File: src/rtl/pop_counter_bank_pkg.sv
// pop_counter_bank_pkg: shared FSM state encodings for the pop counter bank
package pop_counter_bank_pkg;
   localparam logic [0:0] ST_IDLE = 1'b0;
   localparam logic [0:0] ST_DUMP = 1'b1;
endpackage

File: src/rtl/pop_counter_ch.sv
// pop_counter_ch: one channel pop counter with wrap/saturate, clear-on-read and sticky overflow
module pop_counter_ch #(
   parameter int CNT_W     = 3,
   parameter int SAT_MODE  = 0,
   parameter int CLR_ON_RD = 0
) (
   input  logic             clk,
   input  logic             reset_L,
   input  logic             inc,
   input  logic             clr_rd,
   output logic [CNT_W-1:0] count,
   output logic             overflow
);
   localparam logic [CNT_W-1:0] MAX = '1;
   logic             hit;
   logic [CNT_W-1:0] bumped, cnt_nxt;
   // next count: a pop at max either wraps or saturates; a clearing read keeps the same-cycle pop
   always_comb begin
      hit     = inc && count == MAX;
      bumped  = hit ? (SAT_MODE != 0 ? MAX : '0) : count + CNT_W'(inc);
      cnt_nxt = (CLR_ON_RD != 0 && clr_rd) ? CNT_W'(inc) : bumped;
   end
   // counter and sticky overflow; a read clears overflow unless it overflows again that cycle
   always_ff @(posedge clk or negedge reset_L)
      if (!reset_L) begin
         count    <= '0;
         overflow <= 1'b0;
      end else begin
         count    <= cnt_nxt;
         overflow <= hit | (overflow & ~clr_rd);
      end
endmodule

File: src/rtl/pop_counter_bank.sv
// pop_counter_bank: per-channel pop counters with single-read and sequential dump readout
module pop_counter_bank
   import pop_counter_bank_pkg::*;
#(
   parameter int NUM_CH    = 4,
   parameter int CNT_W     = 3,
   parameter int SEL_W     = 2,
   parameter int SAT_MODE  = 0,
   parameter int CLR_ON_RD = 0
) (
   input  logic              clk,
   input  logic              reset_L,
   input  logic              enable,
   input  logic [NUM_CH-1:0] pop,
   input  logic              request,
   input  logic [SEL_W-1:0]  select,
   input  logic              dump,
   output logic [CNT_W-1:0]  contador,
   output logic [SEL_W-1:0]  contador_ch,
   output logic              valid,
   output logic              busy,
   output logic [NUM_CH-1:0] overflow
);
   logic [0:0]                   state;
   logic [SEL_W-1:0]             ptr, rd_ch;
   logic                         rd_fire, rd_ok, last;
   logic [NUM_CH-1:0][CNT_W-1:0] counts;
   logic [NUM_CH-1:0]            rd_sel;
   logic [CNT_W-1:0]             sample;

   assign busy = state == ST_DUMP;

   // read arbitration: an active dump owns the port, then a new dump, then a single request
   always_comb begin
      rd_fire = busy | dump | request;
      rd_ch   = busy ? ptr : dump ? '0 : select;
      rd_ok   = {1'b0, rd_ch} < (SEL_W+1)'(NUM_CH);
      sample  = rd_ok ? counts[rd_ch] : '0;
      last    = ptr == SEL_W'(NUM_CH - 1);
   end

   for (genvar c = 0; c < NUM_CH; c++) begin : g_ch
      assign rd_sel[c] = rd_fire && rd_ch == SEL_W'(c);
      pop_counter_ch #(.CNT_W(CNT_W), .SAT_MODE(SAT_MODE), .CLR_ON_RD(CLR_ON_RD)) u_ch (
         .clk      (clk),
         .reset_L  (reset_L),
         .inc      (enable & pop[c]),
         .clr_rd   (rd_sel[c]),
         .count    (counts[c]),
         .overflow (overflow[c])
      );
   end

   // dump sequencer: channel 0 is read on entry, then one channel per cycle up to the last
   always_ff @(posedge clk or negedge reset_L)
      if (!reset_L) begin
         state <= ST_IDLE;
         ptr   <= '0;
      end else if (busy) begin
         state <= last ? ST_IDLE : ST_DUMP;
         ptr   <= last ? '0 : ptr + SEL_W'(1);
      end else if (dump) begin
         state <= ST_DUMP;
         ptr   <= SEL_W'(1);
      end

   // registered readout; contador holds its last value between reads
   always_ff @(posedge clk or negedge reset_L)
      if (!reset_L) begin
         contador    <= '0;
         contador_ch <= '0;
         valid       <= 1'b0;
      end else begin
         valid <= rd_fire;
         if (rd_fire) begin
            contador    <= sample;
            contador_ch <= rd_ch;
         end
      end
endmodule

File: config.mk
export PLATFORM = sky130hd
export DESIGN_NAME = pop_counter_bank
export DESIGN_NICKNAME = d
export VERILOG_FILES = /design/src/rtl/pop_counter_bank_pkg.sv /design/src/rtl/pop_counter_ch.sv /design/src/rtl/pop_counter_bank.sv
export SDC_FILE = /design/constraint.sdc
export NUM_CORES = 1
export LEC_CHECK = 0
export ABC_AREA = 0
export BUFFER_PORTS_ARGS = -buffer_cell sky130_fd_sc_hd__buf_2
export CORE_MARGIN = 1.5
export CORE_UTILIZATION = 54
export CTS_CLUSTER_SIZE = 28
export DETAILED_ROUTE_END_ITERATION = 16
export PLACE_DENSITY = 0.78
export SYNTH_ARGS = -nofsm -noshare
export SYNTH_HDL_FRONTEND = slang
export SYNTH_SLANG_ARGS = --single-unit
export TNS_END_PERCENT = 100
File: constraint.sdc
create_clock -name clk -period 1.6 [get_ports clk]
set_input_delay 0.48 -clock clk [delete_from_list [all_inputs] [get_ports clk]]
set_output_delay 0.48 -clock clk [all_outputs]
set_load 0.03 [all_outputs]
# Word level (Yosys, flattened, before mapping)

Cells that the tools add are included.

Add/sub/neg operators: 5
$mul: 0
Divide/modulo/power cells: 0
Magnitude comparators: 1
Equal/unequal tests: 8
Shift-type cells: 0
Muxes and demuxes: 14
Bitwise logic cells: 18
Reductions and logical operators: 10

Operator list:

| cell                                                | number |
|---|---|
| two-way mux 3 bit                                   | 5 |
| adder 3 x 1 -> 3 bit                                | 4 |
| equality test 3 bit, second input constant          | 4 |
| two-way mux 2 bit                                   | 5 |
| AND 1 bit                                           | 8 |
| logical AND 1 bit                                   | 8 |
| binary-select mux 3 bit (select 2 bit)              | 1 |
| equality test 2 bit, second input constant          | 3 |
| OR 1 bit                                            | 6 |
| NOT 1 bit                                           | 4 |
| < comparator 2 x 3 -> 1 bit, second input constant  | 1 |
| two-way mux 1 bit                                   | 3 |
| adder 2 x 1 -> 2 bit, second input constant         | 1 |
| equality test 2 x 1 -> 1 bit, second input constant | 1 |
| logical NOT 2 bit                                   | 1 |
| nonzero test 2 bit                                  | 1 |

Register bits: 25
Latch bits: 0
RAM bits: 0
ROM bits: 0
Input port bits: 11
Memories kept: 0

# Logic depth before layout (Yosys ltp)

Gate-level depths: netlist (run 1).

Depth in word-level cells: 7
Gate-level depth with buffers: 6
Depth with buffers taken out: 5

# Hierarchy

Synthesis (run 1) repeated with hierarchy kept, for this count alone.

Cells, all modules: 115
Area total of the unflattened synthesis: 1,270.0 um2

Modules (own cells, without submodules):

| module           | instances | cells each | area an instance (um2) | sequential area each (um2) |
|---|---|---|---|---|
| pop_counter_ch   | 4         | 14         | 176.4                  | 100.1 |
| pop_counter_bank | 1         | 59         | 564.3                  | 225.2 |

# Least setup slack after synthesis (run 1)

Ideal clock, no wire load.

Path kind: register -> register
Start: register state, in the netlist busy
End: register contador[1]
Library setup time: 0.094 ns
Arrival time: 1.420 ns
Required time: 1.506 ns
Slack: 0.086 ns
Cell stages (with the launch flop): 7
Buffers on the path: 2
Period minus slack after synthesis: 1.514 ns
Cells stage by stage: dfrtp_1 buf_6 nor2_8 a22o_4 buf_8 mux2i_1 a221oi_2

Word-level cells in the longest chain between the ends: 3
Elaborated cells on any way between the ends: 5

Ends and longest elaborated chain:

| what                                    | RTL line               | RTL |
|---|---|---|
| start, declared                         | pop_counter_bank.sv:24 | `logic [0:0] state;` |
| start signal, assigned                  | pop_counter_bank.sv:60 | `state <= last ? ST_IDLE : ST_DUMP;` |
| two-way mux 2 bit                       | pop_counter_bank.sv:36 | `rd_ch = busy ? ptr : dump ? '0 : select;` |
| binary-select mux 3 bit (select 2 bit)  | pop_counter_bank.sv:38 | `sample = rd_ok ? counts[rd_ch] : '0;` |
| two-way mux 3 bit (implied by the code) | pop_counter_bank.sv:38 |  |
| end signal, assigned                    | pop_counter_bank.sv:76 | `contador <= sample;` |
| end, declared                           | pop_counter_bank.sv:18 | `output logic [CNT_W-1:0] contador,` |

Several ways; a longest one is shown, not always the timed one. The select of a mux whose other input is x is not followed.
A chain may end at the register's enable or synchronous reset.

# Final worst setup path (run 1)

Start: register state, in the netlist busy
End: register contador[2]

The elaborated chain is that of the path after synthesis.

==> results of run 1 <==
-- worst paths after layout --
kind                                                  from                         endpoint  slack (ps)  cells past startpoint
max                                         busy$_DFF_PN0_          contador[2]$_DFFE_PN0P_         160                      6
min                                                reset_L       contador_ch[0]$_DFFE_PN0P_         120                      1
max reg2reg                                 busy$_DFF_PN0_          contador[2]$_DFFE_PN0P_         160                      6
min reg2reg                g_ch[0].u_ch.overflow$_DFF_PN0_  g_ch[0].u_ch.overflow$_DFF_PN0_         500                      1
max in group asynchronous                          reset_L                   busy$_DFF_PN0_        1090                      1
min in group clk                                   request                  valid$_DFF_PN0_         480                      3
-- cells in the final DEF, fill, tap and decap left out --
cell / n
a22oi_2: 2
a22o_4: 1
a21oi_1: 4
a21bo_1: 2
dfrtp_1: 24
o211ai_1: 2
xor2_1: 4
inv_1: 1
buf_4: 7
a22o_1: 1
nand2_1: 5
dfrtp_2: 1
and2_1: 16
o21ai_1: 1
nand2b_1: 1
o21ai_0: 1
a221oi_2: 1
ha_1: 9
buf_2: 21
nor2_1: 4
mux2i_1: 3
nand3_1: 2
clkinv_2: 1
nand4_1: 4
nor2_8: 1
a32oi_2: 1
a32oi_1: 2
clkbuf_4: 3
nor3_1: 2
-- kinds of logic (layout without fill, tap and decap cells) --
family	Yosys count	in the layout	share of synthesized area, %
XOR/XNOR	4	4	2.84
multiplexers	3	3	2.43
flip-flops	25	25	50.7
adder cells (fa/ha/maj)	9	9	9.13
buffers and inverters	7	33	4.87
AND/OR/NAND/NOR	35	35	16.6
AO/OA/AOI/OAI	18	18	13.4
-- flip-flops by register name, indices dropped and copies added, names as in the netlist --
name / flops
busy: 1
contador: 3
contador_ch: 2
g_ch.u_ch.count: 12
g_ch.u_ch.overflow: 4
ptr: 2
valid: 1
-- stage by stage --
| step | hold slack, ps | power, W | cell area, sq um | std cells |
|---|---|---|---|---|
| after global routing | 147 | 0.00304 | 1400 | 155 |
| after global placement | 458 | 0.00246 | 1360 | 149 |
| after CTS | 133 | 0.00283 | 1380 | 153 |
| after detailed placement | 480 | 0.00254 | 1360 | 149 |
| final | 115 | 0.00282 | 1400 | 155 |
| after floorplan | 184 | 0.00222 | 1230 | 101 |
-- critical path: stages (launching register included) --
cell and delay (ps):
dfrtp_2 430, buf_4 150, nor2_8 160, a22oi_2 120, buf_4 160, a32oi_1 200, o211ai_1 110
-- metal layers --
layer,vias to the layer above,routed length [um]
li1,410,-
met1,414,986
met2,18,1080
met3,5,57
met4,0,30
met5,-,0
-- power by group --
| part | total (W) | switching, W | internal (W) |
|---|---|---|---|
| sequential | 0.00118 | 0.000243 | 0.000937 |
| combinational | 0.00136 | 0.000741 | 0.000616 |
| clock | 0.000286 | 0.000193 | 0.0000938 |
| total | 0.00282 | 0.00118 | 0.00165 |
-- timing repair --
item / CTS / global route
hold endpoints to repair: 0 / 0
setup buffers: 0 / 2
gates resized for setup: 1 / 0
endpoints found under the setup margin: 1 / 1
-- layout make-up --
type                    count  area share, %
flip-flops and latches     25           44.8
repair buffers             28           11.3
well taps                  28           2.50
clock inverters             1          0.358
multi-input cells          69           39.2
inverters                   1          0.268
clock buffers               3           1.61
==> impl_metrics.csv, run 1 <==
group,metric,value,unit
run_status,status,"completed",
sta,setup_viol,0,
synthesis,async_reset_ff_share,100,%
synthesis,synth_area_leaders,"dfrtp_1, ha_1, and2_1",
worst_setup_path,critPathKind,"reg -> reg",
clock_network,hold_buffers,0,
grt,first_global_vias,893,
sta,grt_setup_unrepaired,"no",
clock_network,cts_tree,"done",
floorplan,die_x,50.8,um
final_layout,finalNetCount,148,
grt,grt_pass1_wl,3760,um
sta,max_freq,696,MHz
worst_setup_path,end_kind,"flip-flop",
final_layout,multi_input_area,548,sq um
sta,finalSetupTns,0,ps
floorplan,rows,17,
worst_setup_path,worst_ep_required_time,1820,ps
synthesis,yosys.cell_count.top_type,"dfrtp_1",
detailed_routing,via_per_inst,5.46,
grt,track_usage,19.6,%
synthesis,netlist_top_cells_count,"dfrtp_1, and2_1, ha_1, nand2_1",
worst_setup_path,start_kind,"flip-flop",
synthesis,avgSynthCellArea,12.2,sq um
sta,tightest_slew,548,ps
sta,finClkSkew,7.35,ps
final_layout,regArea,627,sq um
synthesis,yosysWarnings,0,
synthesis,syn-num-nets,121,
clock_network,clockRootBuffer,"clkbuf_4",
detailed_routing,drtIter0Drc,10,
grt,met2_usage,35.3,%
synthesis,synth_area_leader_cell,"dfrtp_1",
floorplan,start_util,56.3,%
grt,gr-usage-met3,2.68,%
min_path,hold_path.class,"in -> async",
placed_design,dpl.hpwl,1700,um
grt,grt_overflow,0,
synthesis,ys_seq_elements,25,
floorplan,ios,22,
detailed_routing,wl_per_cell,13.9,um
synthesis,synth_edf_count,0,
synthesis,yosysTopAreaCellShare,50.7,%
grt,grt.busiest_layer,"met2",
clock_network,cts_htree_levels,1,
clock_network,clock_latency,320,ps
synthesis,yosysSeqAreaShare,50.7,%
grt,met1_usage,23.3,%
final_layout,utilization,63.8,%
grt,grt_max_degree,26,
worst_setup_path,worst_ep_arrival_time,1650,ps
sta,slew_headroom,63.5,%
pwr,vdd_drop_max,1170,uV
pwr,power.density,2020,mW/mm^2
final_layout,diodes,0,
sta,report.final.hold_viol_count,0,
pwr,p_leak,0.708,nW
grt,antenna_found_initial,0,
detailed_routing,vias,847,
clock_network,clk_pin_slew_worst_paths,140,ps
clock_network,cts_buffers,3,
sta,post-route-period-util,89.7,%
synthesis,synth.distinct_cells,27,
clock_network,cts_buffer_depth,2,
detailed_routing,dr.pass1.iters,4,
final_layout,drive_gt1_share,30.7,%
flow_run,cap_violations,0,
sta,fin_crit,1440,ps
placed_design,post-place-ws,50.0,ps
detailed_routing,routed_wl,2160,um
final_layout,nFillCells,182,
placed_design,place_congestion,0.728,
floorplan,die_area,0.00258,sq mm
synthesis,synth-main-ff-cell,"dfrtp_1",
synthesis,syn-cell-area,0.00123,sq mm
detailed_routing,route.detailed.drc,0,
detailed_routing,ant_nets,0,
synthesis,synth_cells,101,
clock_network,cts_sinks,25,
floorplan,core,0.00219,sq mm
floorplan,die_h,50.8,um
worst_setup_path,worstPathMaxFanout,6,
sta,maxSlewViolCount,0,
sta,fin_ws,164,ps
placed_design,io_buffers,21,
final_layout,synthToLayoutAreaGrowth,13.4,%
(Power assumes the default switching activity.)
==> inputs of run 2 (changes only) <==
==> constraint.sdc (replaced) <==
create_clock -name clk -period 1.6 [get_ports clk]
set_input_delay 0.48 -clock clk [delete_from_list [all_inputs] [get_ports clk]]
set_output_delay 0.48 -clock clk [all_outputs]
set_load 0.005 [all_outputs]
==> run 2 against run 1 <==
  * Via count increased by 0.12%
  * Core utilization fell by 0.057 points
  * Hold slack gained 2.4 ps
  * Largest power group is now sequential cells
  * Critical path depth decreased by 4
  * Clock power down 3%
  * Global-route usage is essentially flat
  * Routed wire length down 2.1%
  * Cell count unchanged
==> impl_metrics.csv, run 2 (synthesized netlist as in run 1, its figures left out) <==
group,metric,value,unit
worst_setup_path,worstPathMaxFanout,5,
clock_network,clk_pin_slew_worst_paths,130,ps
sta,finClkSkew,8.77,ps
detailed_routing,dr.pass1.iters,4,
clock_network,cts_buffer_depth,2,
floorplan,die_h,50.8,um
flow_run,cap_violations,0,
clock_network,cts_tree,"done",
pwr,p_leak,0.705,nW
pwr,vdd_drop_max,1060,uV
final_layout,diodes,0,
worst_setup_path,slowest_delay,420,ps
min_path,hold_path.class,"in -> async",
final_layout,biggestRegsByFlops,"g_ch.u_ch.count: 12 flops, g_ch.u_ch.overflow: 4 flops, contador: 3 flops",
placed_design,place_congestion,0.733,
clock_network,clock_latency,320,ps
final_layout,multi_input_area,548,sq um
final_layout,largest_reg_flops,12,
placed_design,placed_cell_area,0.00136,sq mm
floorplan,start_util,56.3,%
worst_setup_path,crit_family,"flip-flops",
sta,max_freq,677,MHz
grt,grt_max_degree,26,
detailed_routing,drtIter0Drc,16,
final_layout,finalNetCount,148,
detailed_routing,routed_wl,2110,um
clock_network,cts_htree_levels,1,
final_layout,synthToLayoutAreaGrowth,13.3,%
worst_setup_path,r2r_cells,6,
sta,grt_setup_unrepaired,"no",
grt,grt_pass1_wl,3650,um
worst_setup_path,cp_slowest_cell,"dfrtp_2",
grt,grt_overflow,0,
worst_setup_path,worst_ep_arrival_time,1000,ps
worst_setup_path,path_cells,"buf_4, buf_2",
final_layout,nFillCells,184,
sta,slew_headroom,64.6,%
sta,finalSetupTns,0,ps
sta,maxSlewViolCount,0,
worst_setup_path,start_kind,"flip-flop",
floorplan,ios,22,
sta,fin_crit,1480,ps
pwr,power.density,1840,mW/mm^2
worst_setup_path,critPathKind,"reg -> out",
worst_setup_path,worst_ep_required_time,1120,ps
floorplan,die_x,50.8,um
detailed_routing,ant_nets,0,
floorplan,core,0.00219,sq mm
placed_design,dp.cells,149,
floorplan,die_area,0.00258,sq mm
run_status,status,"completed",
grt,first_global_vias,841,
detailed_routing,wl_per_cell,13.6,um
floorplan,rows,17,
worst_setup_path,end_kind,"primary output",
final_layout,final_area,0.00140,sq mm
clock_network,cts_buffers,3,
sta,report.final.hold_viol_count,0,
clock_network,clockRootBuffer,"clkbuf_4",
clock_network,cts_sinks,25,
grt,antenna_found_initial,0,
detailed_routing,vias,848,
worst_setup_path,path_depth,2,
sta,post-route-period-util,92.3,%
final_layout,fin_cells,155,
worst_setup_path,critPathBufInv,2,
detailed_routing,via_per_inst,5.47,
final_layout,mostFrequentLayoutCells,"dfrtp_1, buf_2, and2_1, ha_1, buf_4",
final_layout,regArea,627,sq um
placed_design,io_buffers,21,
grt,track_usage,19.6,%
final_layout,final_common_cell,"dfrtp_1",
placed_design,dpl.hpwl,1630,um
sta,tightest_slew,531,ps
detailed_routing,route.detailed.drc,0,
final_layout,regMostFlops,"g_ch.u_ch.count",
sta,setup_viol,0,
final_layout,drive_gt1_share,29.9,%
==> run 2: cell type report <==
type / count / area share [%]
Multi-Input combinational cell: 69 / 39.2
Clock buffer: 4 / 1.88
Inverter: 1 / 0.269
Sequential cell: 25 / 44.9
Timing Repair Buffer: 28 / 11.3
Tap cell: 28 / 2.51
==> run 2: per-stage QoR <==
| stage | setup WS [ps] | utilization (%) | hold WS [ps] | total power [W] |
|---|---|---|---|---|
| floorplan | 234 | - | 184 | 0.00199 |
| finish | 123 | 63.8 | 118 | 0.00258 |
| global route | 90.9 | 63.8 | 160 | 0.00281 |
| CTS | 111 | 63.8 | 139 | 0.00261 |
| detailed placement | 56.5 | 61.9 | 464 | 0.00230 |
| global placement | 84.0 | 61.9 | 458 | 0.00224 |
==> run 2: final timing paths <==
path	to	slack (ps)	from
hold / removal	contador_ch[1]$_DFFE_PN0P_	120	reset_L
setup / recovery	busy	120	busy$_DFF_PN0_
setup reg to reg	contador[2]$_DFFE_PN0P_	150	busy$_DFF_PN0_
min in group clk	g_ch[0].u_ch.overflow$_DFF_PN0_	490	g_ch[0].u_ch.overflow$_DFF_PN0_
max in group asynchronous	busy$_DFF_PN0_	1090	reset_L
hold reg to reg	g_ch[0].u_ch.overflow$_DFF_PN0_	490	g_ch[0].u_ch.overflow$_DFF_PN0_
==> run 2: report_power, final <==
| group | switching, W | total, W | leakage, nW | internal, W |
|---|---|---|---|---|
| Combinational | 0.000520 | 0.00113 | 0.390 | 0.000609 |
| Sequential | 0.000234 | 0.00117 | 0.300 | 0.000937 |
| Clock | 0.000179 | 0.000277 | 0.0150 | 0.0000975 |
| Total | 0.000933 | 0.00258 | 0.705 | 0.00164 |
==> run 2: timing repair <==
item	4_1_cts	5_1_grt
hold buffers	0	0
buffers inserted	2	0
setup endpoints to repair	1	0
resized for setup	1	0
==> run 2: metal layers <==
metal / GRT usage (%) / wire length, um / vias to the layer above
met2: 31.8 / 1060 / 18
met1: 25.9 / 959 / 416
met3: 2.68 / 58 / 5
met4: 9.46 / 38 / 0
li1: - / - / 409
met5: 0 / 0 / -
==> inputs of run 3 (changes only) <==
==> constraint.sdc (replaced) <==
create_clock -name clk -period 1.6 [get_ports clk]
set_input_delay 0.4 -clock clk [delete_from_list [all_inputs] [get_ports clk]]
set_output_delay 0.4 -clock clk [all_outputs]
set_load 0.005 [all_outputs]
==> run 3 against run 2 <==
  * Core utilization down 1.0 points
  * Critical endpoint unchanged
  * Worst setup slack worse by 52 ps
  * Clock skew down 5.4 ps
  * Non-clock buffer count down 3
  * Largest power group unchanged
  * Largest cell class unchanged
==> impl_metrics.csv, run 3 (synthesized netlist as in run 1, its figures left out) <==
group,metric,value,unit
grt,grt.busiest_layer,"met2",
clock_network,cts_buffer_depth,2,
grt,first_global_vias,815,
sta,max_freq,654,MHz
sta,report.final.hold_viol_count,0,
grt,met1_usage,26.8,%
grt,grt_max_degree,26,
worst_setup_path,path_depth,2,
worst_setup_path,critPathKind,"reg -> out",
sta,fin_crit,1530,ps
worst_setup_path,crit_family,"flip-flops",
worst_setup_path,critPathBufInv,2,
final_layout,biggestRegsByFlops,"g_ch.u_ch.count: 12 flops, g_ch.u_ch.overflow: 4 flops, contador: 3 flops",
pwr,p_leak,0.691,nW
sta,maxSlewViolCount,0,
sta,grt_setup_unrepaired,"no",
grt,met2_usage,31.6,%
worst_setup_path,startpoint,"busy$_DFF_PN0_",
worst_setup_path,start_kind,"flip-flop",
clock_network,cts_tree,"done",
detailed_routing,vias,829,
clock_network,clockRootBuffer,"clkbuf_4",
final_layout,finalNetCount,145,
clock_network,cts_sinks,25,
floorplan,die_x,50.8,um
detailed_routing,ant_nets,0,
grt,grt_pass1_wl,3710,um
detailed_routing,dr.pass1.iters,4,
floorplan,rows,17,
final_layout,final_common_cell,"dfrtp_1",
grt,grt_overflow,0,
sta,setup_viol,0,
flow_run,cap_violations,0,
detailed_routing,wl_per_cell,13.9,um
sta,finalSetupTns,0,ps
clock_network,ctsResizeCount,1,
floorplan,core,0.00219,sq mm
floorplan,die_area,0.00258,sq mm
sta,slew_headroom,63.5,%
final_layout,drive_gt1_share,28.2,%
floorplan,start_util,56.3,%
worst_setup_path,r2r-end,"contador[2]$_DFFE_PN0P_",
placed_design,io_buffers,21,
clock_network,cts_htree_levels,1,
floorplan,die_h,50.8,um
placed_design,place_congestion,0.771,
worst_setup_path,crit-reg2reg-launch,"busy$_DFF_PN0_",
run_status,status,"completed",
worst_setup_path,worst_ep_arrival_time,1130,ps
clock_network,cts_buffers,3,
placed_design,dpl.hpwl,1580,um
grt,antenna_found_initial,0,
pwr,vdd_drop_max,934,uV
worst_setup_path,reg2reg_slack,190,ps
sta,post-route-period-util,95.6,%
worst_setup_path,path_cells,"buf_4, buf_2",
worst_setup_path,worst_ep_required_time,1200,ps
final_layout,fin_cells,152,
sta,finClkSkew,3.32,ps
final_layout,synthToLayoutAreaGrowth,11.5,%
floorplan,ios,22,
detailed_routing,route.detailed.drc,0,
sta,tightest_slew,547,ps
final_layout,diodes,0,
detailed_routing,routed_wl,2120,um
grt,gr-usage-met3,2.68,%
detailed_routing,drtIter0Drc,13,
worst_setup_path,crit_path_end,"busy",
worst_setup_path,end_kind,"primary output",
detailed_routing,via_per_inst,5.45,
clock_network,clk_pin_slew_worst_paths,120,ps
placed_design,dp.cells,148,
final_layout,regMostFlops,"g_ch.u_ch.count",
clock_network,postCtsSetupBuffers,0,
pwr,power.density,1830,mW/mm^2
clock_network,clock_latency,310,ps
min_path,hold_path.class,"in -> async",
worst_setup_path,cp_slowest_cell,"dfrtp_2",
worst_setup_path,slowest_delay,520,ps
clock_network,hold_buffers,0,
grt,track_usage,19.8,%
worst_setup_path,r2r_cells,5,
worst_setup_path,worstPathMaxFanout,8,
final_layout,mostFrequentLayoutCells,"dfrtp_1, buf_2, and2_1, ha_1, nand2_1",
final_layout,largest_reg_flops,12,
[run 3: worst min-delay path by stage]
stage	cells past startpoint	slack [ps]	to
3_3_place_gp	1	410	g_ch[0].u_ch.overflow$_DFF_PN0_
5_1_grt	1	80	contador[2]$_DFFE_PN0P_
3_5_place_dp	1	420	contador_ch[1]$_DFFE_PN0P_
6_report	1	50	g_ch[3].u_ch.count[0]$_DFF_PN0_
2_1_floorplan	0	100	busy$_DFF_PN0_
4_1_cts	1	60	contador_ch[1]$_DFFE_PN0P_
[run 3: where the power goes]
group	switching, W	internal [W]	leakage, nW
Clock	0.000173	0.0000975	0.0150
Combinational	0.000467	0.000562	0.376
Sequential	0.000283	0.000937	0.300
[run 3: cell type report]
class | instances | area, sq um
fillers | 193 | 816
repair buffers | 25 | 135
multi-input cells | 69 | 548
clock buffers | 4 | 26.3
flip-flops and latches | 25 | 627
inverters | 1 | 3.75
well taps | 28 | 35.0
[run 3: worst reg2reg max path, stage by stage (launching register included)]
cell	delay [ps]
dfrtp_2	520
nor2_8	190
a22oi_2	70
buf_4	180
a32oi_1	230
o211ai_1	120
[run 3: per-layer routing]
layer,share of wire (%),vias up,wire length [um]
met1,47,407,1000
met3,3.0,4,63
met4,1.7,0,36
met2,48,17,1020
met5,0,-,0
li1,-,401,-
[run 3: metrics by stage]
stage               hold WS, ps  area [sq um]  setup slack [ps]  util [%]  power [W]
floorplan                   104          1230               280         -    0.00199
global placement            414          1350               159      61.5    0.00221
detailed placement          416          1350               126      61.5    0.00226
CTS                        62.1          1380              60.2      62.8    0.00255
global route               77.1          1380              23.0      62.8    0.00275
finish                     53.6          1380              71.1      62.8    0.00252
